**src/rtl/mmcm_rst_pkg.sv**
```systemverilog
// mmcm_rst_pkg: shared definitions for the MMCM reset/lock sequencer.
//   - state_e       : sequencer state encoding
//   - DEF_*         : default values for the top-level parameters
//   - SYNC_STAGES   : depth of the LOCKED synchronizer
package mmcm_rst_pkg;

    localparam int unsigned SYNC_STAGES              = 2;

    localparam int unsigned DEF_RST_HOLD_CYCLES      = 16;
    localparam int unsigned DEF_LOCK_FILTER_CYCLES   = 8;
    localparam int unsigned DEF_LOCK_TIMEOUT_CYCLES  = 4096;
    localparam int unsigned DEF_RELEASE_DELAY_CYCLES = 32;
    localparam int unsigned DEF_MAX_RETRIES          = 3;
    localparam int unsigned DEF_CNT_W                = 16;
    localparam int unsigned DEF_RETRY_W              = 2;

    typedef enum logic [2:0] {
        ST_HOLD      = 3'd0,
        ST_WAIT_LOCK = 3'd1,
        ST_RELEASE   = 3'd2,
        ST_RUN       = 3'd3,
        ST_PWRDN     = 3'd4,
        ST_FAULT     = 3'd5
    } state_e;

endpackage

```
**src/rtl/mmcm_lock_sync.sv**
```systemverilog
// mmcm_lock_sync: N-flop single-bit synchronizer with synchronous reset to 0.
//   clk : destination clock
//   rst : synchronous active-high reset
//   d   : asynchronous input bit
//   q   : synchronized output (last flop of the chain)
module mmcm_lock_sync #(
    parameter int unsigned STAGES = 2
) (
    input  logic clk,
    input  logic rst,
    input  logic d,
    output logic q
);

    logic [STAGES-1:0] sync_q;
    logic [STAGES-1:0] sync_d;

    // Shift the raw bit in at the LSB; the MSB is the settled copy.
    always_comb begin
        sync_d = (sync_q << 1) | STAGES'(d);
    end

    always_ff @(posedge clk) begin
        if (rst) begin
            sync_q <= '0;
        end else begin
            sync_q <= sync_d;
        end
    end

    assign q = sync_q[STAGES-1];

endmodule

```
**src/rtl/mmcm_reset_ctrl.sv**
```systemverilog
// mmcm_reset_ctrl: reset/lock sequencer for an MMCME2_BASE.
//   CLK          : free-running reference clock (same as CLKIN1)
//   RST          : synchronous active-high reset
//   PWRDWN_REQ   : request to power the MMCM down
//   MMCM_LOCKED  : LOCKED from the MMCM, asynchronous to CLK
//   MMCM_RST     : MMCM RST pin
//   MMCM_PWRDWN  : MMCM PWRDWN pin
//   SYS_RST      : active-high reset for logic on the MMCM output clocks
//   READY        : high while running with a stable lock
//   FAULT        : sticky, lock never acquired within the retry budget
//   RETRY_CNT    : lock timeouts since the last RUN or RST
module mmcm_reset_ctrl
    import mmcm_rst_pkg::*;
#(
    parameter int unsigned RST_HOLD_CYCLES      = DEF_RST_HOLD_CYCLES,
    parameter int unsigned LOCK_FILTER_CYCLES   = DEF_LOCK_FILTER_CYCLES,
    parameter int unsigned LOCK_TIMEOUT_CYCLES  = DEF_LOCK_TIMEOUT_CYCLES,
    parameter int unsigned RELEASE_DELAY_CYCLES = DEF_RELEASE_DELAY_CYCLES,
    parameter int unsigned MAX_RETRIES          = DEF_MAX_RETRIES,
    parameter int unsigned CNT_W                = DEF_CNT_W,
    parameter int unsigned RETRY_W              = DEF_RETRY_W
) (
    input  logic               CLK,
    input  logic               RST,
    input  logic               PWRDWN_REQ,
    input  logic               MMCM_LOCKED,
    output logic               MMCM_RST,
    output logic               MMCM_PWRDWN,
    output logic               SYS_RST,
    output logic               READY,
    output logic               FAULT,
    output logic [RETRY_W-1:0] RETRY_CNT
);

    localparam logic [CNT_W-1:0]   HOLD_LAST = CNT_W'(RST_HOLD_CYCLES - 1);
    localparam logic [CNT_W-1:0]   TMO_LAST  = CNT_W'(LOCK_TIMEOUT_CYCLES - 1);
    localparam logic [CNT_W-1:0]   REL_LAST  = CNT_W'(RELEASE_DELAY_CYCLES - 1);
    localparam logic [CNT_W-1:0]   FILT_DONE = CNT_W'(LOCK_FILTER_CYCLES);
    localparam logic [RETRY_W-1:0] RETRY_MAX = RETRY_W'(MAX_RETRIES);

    logic locked_s;

    mmcm_lock_sync #(.STAGES(SYNC_STAGES)) u_lock_sync (
        .clk (CLK),
        .rst (RST),
        .d   (MMCM_LOCKED),
        .q   (locked_s)
    );

    state_e             state_q, state_d;
    logic [CNT_W-1:0]   cnt_q, cnt_d;     // shared per-state cycle counter
    logic [CNT_W-1:0]   filt_q, filt_d;   // consecutive locked_s highs in WAIT_LOCK
    logic [RETRY_W-1:0] retry_q, retry_d;
    logic mmcm_rst_q, mmcm_rst_d;
    logic sys_rst_q, sys_rst_d;
    logic pwrdwn_q, pwrdwn_d;
    logic ready_q, ready_d;
    logic fault_q, fault_d;

    always_comb begin
        state_d = state_q;
        retry_d = retry_q;
        filt_d  = filt_q;

        if (PWRDWN_REQ && (state_q != ST_FAULT)) begin
            state_d = ST_PWRDN;
        end else begin
            case (state_q)
                ST_HOLD: begin
                    if (cnt_q >= HOLD_LAST) state_d = ST_WAIT_LOCK;
                end
                ST_WAIT_LOCK: begin
                    // A completed filter beats a timeout landing on the same cycle.
                    if (filt_q >= FILT_DONE) begin
                        state_d = ST_RELEASE;
                    end else if (cnt_q >= TMO_LAST) begin
                        if (retry_q < RETRY_MAX) begin
                            retry_d = retry_q + 1'b1;
                            state_d = ST_HOLD;
                        end else begin
                            state_d = ST_FAULT;
                        end
                    end
                    // A LOCKED glitch only restarts the filter, never the timeout.
                    if (!locked_s)               filt_d = '0;
                    else if (filt_q < FILT_DONE) filt_d = filt_q + 1'b1;
                end
                ST_RELEASE: begin
                    if (!locked_s)              state_d = ST_HOLD;
                    else if (cnt_q >= REL_LAST) state_d = ST_RUN;
                end
                ST_RUN: begin
                    if (!locked_s) state_d = ST_HOLD;
                end
                ST_PWRDN: begin
                    state_d = ST_HOLD;  // request already known to be low here
                end
                ST_FAULT: ;
                default: state_d = ST_HOLD;
            endcase
        end

        if (state_d == ST_RUN) retry_d = '0;

        // Counters restart on every state change and saturate otherwise.
        if (state_d != state_q) begin
            cnt_d  = '0;
            filt_d = '0;
        end else if (cnt_q != '1) begin
            cnt_d = cnt_q + 1'b1;
        end else begin
            cnt_d = cnt_q;
        end
    end

    // Outputs are decoded from the next state so each pin changes on the
    // same edge as the state it belongs to.
    always_comb begin
        mmcm_rst_d = 1'b1;
        sys_rst_d  = 1'b1;
        pwrdwn_d   = 1'b0;
        ready_d    = 1'b0;
        fault_d    = 1'b0;
        case (state_d)
            ST_WAIT_LOCK, ST_RELEASE: mmcm_rst_d = 1'b0;
            ST_RUN: begin
                mmcm_rst_d = 1'b0;
                sys_rst_d  = 1'b0;
                ready_d    = 1'b1;
            end
            ST_PWRDN: pwrdwn_d = 1'b1;
            ST_FAULT: fault_d  = 1'b1;
            default: ;
        endcase
    end

    always_ff @(posedge CLK) begin
        if (RST) begin
            state_q    <= ST_HOLD;
            cnt_q      <= '0;
            filt_q     <= '0;
            retry_q    <= '0;
            mmcm_rst_q <= 1'b1;
            sys_rst_q  <= 1'b1;
            pwrdwn_q   <= 1'b0;
            ready_q    <= 1'b0;
            fault_q    <= 1'b0;
        end else begin
            state_q    <= state_d;
            cnt_q      <= cnt_d;
            filt_q     <= filt_d;
            retry_q    <= retry_d;
            mmcm_rst_q <= mmcm_rst_d;
            sys_rst_q  <= sys_rst_d;
            pwrdwn_q   <= pwrdwn_d;
            ready_q    <= ready_d;
            fault_q    <= fault_d;
        end
    end

    assign MMCM_RST    = mmcm_rst_q;
    assign MMCM_PWRDWN = pwrdwn_q;
    assign SYS_RST     = sys_rst_q;
    assign READY       = ready_q;
    assign FAULT       = fault_q;
    assign RETRY_CNT   = retry_q;

endmodule

```
**config.mk**
```make
export PLATFORM = sky130hd
export DESIGN_NAME = mmcm_reset_ctrl
export DESIGN_NICKNAME = d
export VERILOG_FILES = /design/src/rtl/mmcm_rst_pkg.sv /design/src/rtl/mmcm_lock_sync.sv /design/src/rtl/mmcm_reset_ctrl.sv
export SDC_FILE = /design/constraint.sdc
export NUM_CORES = 1
export LEC_CHECK = 0
export CAP_MARGIN = 5
export CORE_ASPECT_RATIO = 0.8
export CORE_MARGIN = 4
export CORE_UTILIZATION = 55
export DETAILED_ROUTE_END_ITERATION = 7
export GPL_TIMING_DRIVEN = 0
export PLACE_DENSITY = 0.74
export SLEW_MARGIN = 20
export SYNTH_ARGS = -nofsm -noshare
export SYNTH_HDL_FRONTEND = slang
export SYNTH_SLANG_ARGS = --single-unit
```
**constraint.sdc**
```tcl
create_clock -name CLK -period 2.2 [get_ports CLK]
set_input_delay 0.33 -clock CLK [delete_from_list [all_inputs] [get_ports CLK]]
set_output_delay 0.33 -clock CLK [all_outputs]
set_load 0.05 [all_outputs]
```
=== Word level (Yosys, flattened, before mapping) ===
Cells that the tools add are included.

* Add/subtract/negate cells: 3
* Order comparisons: 6
* Equal/unequal tests: 13
* Multiplexer cells: 16
* Bitwise operators: 3
* Reductions and logical operators: 7

{| class="wikitable"
|+ Operators by type and width
! kind !! number
|-
| $add 16x1->16 const B || 2
|-
| $ge 16x4->1 const B || 2
|-
| $mux 16 || 2
|-
| $mux 3 || 8
|-
| $ge 16x12->1 const B || 1
|-
| $ge 16x5->1 const B || 1
|-
| $lt 16x4->1 const B || 1
|-
| $ne 16x16->1 const B || 1
|-
| $pmux 3 s5 || 1
|-
| $eq 3x2->1 const B || 4
|-
| $eq 3x3->1 const B || 3
|-
| $eq 3x1->1 const B || 2
|-
| $mux 1 || 5
|-
| $reduce_and 5->1 || 1
|-
| $reduce_or 2->1 || 2
|-
| $logic_not 3->1 || 1
|-
| $ne 3x3->1 || 1
|-
| $ne 3x3->1 const B || 1
|-
| $reduce_and 3->1 || 1
|-
| $reduce_or 3->1 || 1
|-
| $add 2x1->2 const B || 1
|-
| $lt 2x2->1 const B || 1
|-
| $ne 2x2->1 const B || 1
|-
| $not 1->1 || 2
|-
| other kinds (2) || 2
|}

* Register bits: 44

=== Logic depth before layout (Yosys ltp) ===
* Depth in word-level cells: 9
* Depth in mapped cells: 8

=== By module ===
From an unflattened synthesis, not the netlist that was laid out.

* Cells, all modules: 241
* Area total of the unflattened synthesis: 2194.6 um^2

{| class="wikitable"
|+ Modules (own cells, without submodules)
! module !! instances !! cells each !! area each (um^2) !! seq. area each (um^2)
|-
| mmcm_reset_ctrl || 1 || 237 || 2142.1 || 840.8
|-
| mmcm_lock_sync || 1 || 4 || 52.6 || 40.0
|}

=== Worst setup path before layout ===
No wires, ideal clock.

* Path type: reg-to-reg
* From: register filt_q[3]
* To: register filt_q[9]
* Setup time: 0.067 ns
* Arrival: 1.905 ns
* Data required time: 2.133 ns
* Path slack: 0.228 ns
* Stages on the path, launching flop included: 8
* Buffers on the path: 1
* Cells stage by stage: dfxtp_1 > nor4_4 > nand4_4 > a311o_1 > a311oi_2 > o21ai_2 > buf_6 > a21oi_2

* Word-level cells in the longest chain between the ends: 6
* Elaborated cells on any way between the ends: 12

{| class="wikitable"
|+ RTL lines
! item !! line !! source
|-
| start: declaration || mmcm_reset_ctrl.sv:52 || <nowiki>logic [CNT_W-1:0] filt_q, filt_d;</nowiki>
|-
| start signal: assignment || mmcm_reset_ctrl.sv:151 || <nowiki>filt_q <= filt_d;</nowiki>
|-
| $ge 16x4->1 || mmcm_reset_ctrl.sv:74 || <nowiki>if (filt_q >= FILT_DONE) begin</nowiki>
|-
| $mux 3 || mmcm_reset_ctrl.sv:74 ||
|-
| $pmux 3 s5 || mmcm_reset_ctrl.sv:68 || <nowiki>case (state_q)</nowiki>
|-
| $mux 3 || mmcm_reset_ctrl.sv:65 || <nowiki>if (PWRDWN_REQ && (state_q != ST_FAULT)) begin</nowiki>
|-
| $ne 3x3->1 || mmcm_reset_ctrl.sv:106 || <nowiki>if (state_d != state_q) begin</nowiki>
|-
| $reduce_or 2->1 (no source line) || n/a ||
|}

Parallel ways exist; a longest one is shown, timed or not. The select of a mux whose other input is x is not followed.
A chain may end at the register's enable or synchronous reset.

=== Worst setup path after layout ===
* From: register u_lock_sync.sync_q[1]
* To: register cnt_q[10]

* Word-level cells in the longest chain between the ends: 5
* Elaborated cells on any way between the ends: 6

{| class="wikitable"
|+ RTL lines
! item !! line !! source
|-
| start: declaration || mmcm_lock_sync.sv:15 || <nowiki>logic [STAGES-1:0] sync_q;</nowiki>
|-
| start signal: assignment || mmcm_lock_sync.sv:27 || <nowiki>sync_q <= sync_d;</nowiki>
|-
| $mux 3, on equally long branches || mmcm_reset_ctrl.sv:93, mmcm_reset_ctrl.sv:89 ||
|-
| $pmux 3 s5 * || mmcm_reset_ctrl.sv:68 ||
|-
| $mux 3 * || mmcm_reset_ctrl.sv:65 ||
|-
| $ne 3x3->1 * || mmcm_reset_ctrl.sv:106 ||
|-
| $reduce_or 2->1 (no source line) * || n/a ||
|-
| end signal: assignment || mmcm_reset_ctrl.sv:150 || <nowiki>cnt_q <= cnt_d;</nowiki>
|-
| end: declaration || mmcm_reset_ctrl.sv:51 || <nowiki>logic [CNT_W-1:0] cnt_q, cnt_d;</nowiki>
|}

Mark *: on every way between the ends. The rest lies on a longest branch, timed or not.

==> results.md <==
Status:
- The flow ran to the end, and the final reports show no timing, DRC or antenna violations.

Critical path:
- The sort of element at the start of the critical path is a flop.
- Walking the worst path, the cells encountered are clkbuf_4, inv_1, a21oi_1, or4bb_4, o311a_1, nand3_2, clkbuf_4, a21oi_1.
- On the worst path, the slowest cell contributes a delay of 0.59 ns.
- The sort of element at the end of the critical path is a flop.
- The number of buffers and inverters on the critical path is 3.
- At the worst endpoint, the arrival time is 2.30 ns.
- The required time at the endpoint of the critical path is 2.38 ns.
- Among cell families on the critical path, the largest total delay comes from simple AND/OR/NAND/NOR gates.
- The highest net fanout along the worst path is 10.
- The worst-path cell with the longest stage delay is sky130_fd_sc_hd__or4bb_4.
- The type of the worst setup path is reg2reg.

STA:
- The final hold violation count was 0.
- The count of final setup violators is 0.
- In this run the tightest slew margin relative to its limit is 66.7%.
- The clock tree skew after final layout is 0.0121 ns.
- Final hold analysis gives a worst-case slack of 0.447 ns.
- Setup repair after global routing could not meet its margin everywhere.
- The worst path uses 96.4% of the clock period.
- For the pin with the worst max-slew slack, the measured transition is 0.497 ns.
- The smallest clock period supported by the final layout is computed as 2.12 ns.
- The count of pins over their slew limit is 0.
- The top achievable clock speed is 0.472 GHz.

Clock network:
- TritonCTS built the clock tree.
- The clock latency on the worst-skew pair is 0.29 ns.
- Clock-pin slew was measured on the worst setup and hold paths at 0.08 ns.
- The H-tree generated during clock tree synthesis spans 2 levels.
- In this run the deepest clock path goes through 2 buffers.
- The number of sinks driven by the clock tree is 44.
- The root buffer cell chosen for the clock tree is sky130_fd_sc_hd__clkbuf_8.
- The number of clock buffers added by TritonCTS is 5.

Finish:
- The area overhead of the layout relative to synthesis is 20.0%.
- After filler insertion, the fill cell instance count of the layout stands at 315.
- The share of cells above drive strength 1 is 27.6%.
- For this run, the post-layout net count is 261.
- The post-route core utilization is 68.9%.
- The number of antenna diodes in the final layout is 0.

Synthesis:
- The most used flip-flop cell after synthesis is sky130_fd_sc_hd__dfxtp_1.
- The warning count from the yosys run is 0.
- The cell count after synthesis is 230.
- The post-synth net total is 238.
- After synthesis the cells add up to 2200 um2.
- The number of enable flip-flop cells after synthesis is 0.
- Yosys attributes the largest share of cell area to sky130_fd_sc_hd__dfxtp_1 (40%), sky130_fd_sc_hd__a21oi_2 (6.4%), sky130_fd_sc_hd__a21oi_1 (4.3%).
- sky130_fd_sc_hd__dfxtp_1 takes more of the synthesized area than any other cell.
- The top-area cell type share of the netlist area is 40.1%.
- After synthesis, the share of flip-flops with an asynchronous set or reset is 0%.
- Sequential cells were found to cover 40.1% of the synthesized design area.
- The mean instance size in the synthesized netlist is 9.56 um2.
- After synthesis the netlist holds a flip-flop and latch count of 44.
- Synthesis instantiated 56 different standard cells from the library.

Placement:
- Detailed placement finished with a half-perimeter wire length of 3050 um.
- The routability congestion estimate from global placement is 0.818.
- The number of port buffers is 10.

Die:
- The core area is 3830 um2.
- The die is 64.5 um tall.
- In this run the horizontal extent of the chip is 78.7 um.
- Once the floorplan was initialized, standard cells occupied 57.4% of the core.
- The row count is 20.
- The floorplan die area is 5080 um2.
- The number of top-level pins is 11.

Drt:
- The routed metal-1 wire length is 2200 um.
- Dividing the detail-routed wire length by the instance count gives 14.7 um.
- The count of routing violations after the opening detailed-route iteration is 246.
- The final layout contains routed wiring with a total length of 4550 um.
- After detailed routing, the number of vias per cell comes to 5.97.
- The detailed-routed wire length on met3 is 245 um.
- The number of search-and-repair iterations in the first detailed-routing pass is 4.
- The highest metal layer carrying signal wires in the routed design is met4.
- The count of vias placed by the detailed router is 1,845.
- The detail route stage leaves a number of antenna-violating nets equal to 0.
- After detailed routing, the number of remaining DRC violations is 0.
- The wire length on met2 is 2040 um.

Pwr:
- The power per standard cell area is 558 nW/um2.
- The highest ir drop seen on vdd is 0.000394 V.
- The leakage power of the design is 0.909 nW.

GRT:
- The total congestion overflow after global routing is 0.
- The first global-routing pass estimated 8100 um of wire.
- The via count of the first global-routing pass is 1,691.
- In the global route stage, overall resource usage came out at 19.5%.
- The number of antenna violations at the first check in global routing came to 0.
- Entering global routing, the biggest net connects 14 pins.

Flow run:
- Max-cap violations in this run came to 0.

Worst hold path:
- The class of the worst hold path is reg2reg.
-- stage by stage --
stage / instances / total power [mW] / area (um2) / TNS (ns) / worst slack, ns
2_1_floorplan: 230 / 0.865 / 2200 / 0 / 0.228
3_3_place_gp: 295 / 0.884 / 2370 / -12.02 / -0.370
3_5_place_dp: 295 / 0.885 / 2370 / -12.20 / -0.377
4_1_cts: 306 / 1.48 / 2520 / 0 / 0.00340
5_1_grt: 309 / 1.53 / 2640 / -0.632 / -0.0638
6_report: 309 / 1.47 / 2640 / 0 / 0.0797
-- registers in the layout, summed over array words and instances (netlist names) --
name,flops
MMCM_RST,1
FAULT,1
u_lock_sync.sync_q,2
cnt_q,16
state_q,3
filt_q,16
RETRY_CNT,2
SYS_RST,1
MMCM_PWRDWN,1
READY,1
-- worst reg2reg max path: stages, from the launching register on --
cell	delay (ns)
sky130_fd_sc_hd__dfxtp_1	0.32
sky130_fd_sc_hd__clkbuf_4	0.21
sky130_fd_sc_hd__inv_1	0.05
sky130_fd_sc_hd__a21oi_1	0.21
sky130_fd_sc_hd__or4bb_4	0.59
sky130_fd_sc_hd__o311a_1	0.15
sky130_fd_sc_hd__nand3_2	0.14
sky130_fd_sc_hd__clkbuf_4	0.25
sky130_fd_sc_hd__a21oi_1	0.08
-- power breakdown --
part           total [mW]  leakage (nW)  switching (mW)  internal, mW
sequential          0.808         0.359         0.00653         0.802
combinational      0.0661         0.495          0.0411        0.0250
clock               0.598        0.0552           0.261         0.337
total                1.47         0.909           0.308          1.16
-- cell type report --
type / count / area, um2 / area share [%]
Multi-Input combinational cell: 169 / 1320 / 50.1
Sequential cell: 44 / 888 / 33.7
Timing Repair Buffer: 17 / 155 / 5.88
Buffer: 10 / 73.8 / 2.80
Clock buffer: 6 / 72.6 / 2.75
Tap cell: 55 / 68.8 / 2.61
Clock inverter: 2 / 35.0 / 1.33
Inverter: 6 / 22.5 / 0.854
-- kinds of logic (layout without fill, tap and decap cells) --
group | count (synthesis) | after routing | synth area share [%]
AOI/OAI and AO/OA | 74 | 74 | 25.9
xor gates and xnor gates | 11 | 11 | 4.38
adders and majority gates | 4 | 4 | 2.28
buffers and inverters | 17 | 41 | 3.87
DFF | 44 | 44 | 40.1
muxes | 3 | 3 | 1.37
and+or+nand+nor | 77 | 77 | 22.1
-- layer usage --
metal / up-vias / track usage [%]
met2: 55 / 29.7
li1: 920 / -
met1: 862 / 27.9
met5: - / 0
met3: 8 / 4.31
met4: 0 / 5.02
-- final timing paths --
kind,from,to,slack [ns],cells after the start
setup / recovery,u_lock_sync.sync_q[1],cnt_q[10],0.08,8
hold / removal,u_lock_sync.sync_q[0],u_lock_sync.sync_q[1],0.45,1
setup reg to reg,u_lock_sync.sync_q[1],cnt_q[10],0.08,8
hold reg to reg,u_lock_sync.sync_q[0],u_lock_sync.sync_q[1],0.45,1
-- timing repair --
item	4_1_cts	5_1_grt
hold buffers	0	0
setup endpoints to repair	27	38
setup buffers	3	4
pin swaps	4	7
resized for setup	5	29
-- placed cells by master, fill, tap and decap left out, drive strengths merged, types with 2 or more instances in the layout --
master         instances
a21oi                 35
and4                   6
xor2                   7
dfxtp                 44
mux2i                  3
nand2b                 2
and2                   2
or3                    2
a41oi                  2
a211oi                 2
xnor2                  4
nor2b                  5
and3                  10
nand2                  8
a31oi                  8
nand4                  5
clkbuf                10
inv                    6
nand3                  7
clkdlybuf4s50          9
nor3                   8
a22oi                  4
nor4                   3
or4                    2
ha                     4
o21ai                  7
buf                   13
nor2                  14
a221oi                 2
-- synth_stat cells, drive strengths merged (2+ instances only) --
library cell,instances
a211oi,2
a21oi,35
a221oi,2
a22oi,4
a31oi,8
a41oi,2
and2,2
and3,10
and4,6
buf,7
clkbuf,4
dfxtp,44
ha,4
inv,6
mux2i,3
nand2,8
nand2b,2
nand3,7
nand4,5
nor2,14
nor2b,5
nor3,8
nor4,3
o21ai,7
or3,2
or4,2
xnor2,4
xor2,7
Note: power is estimated with default switching activity, not from simulation.
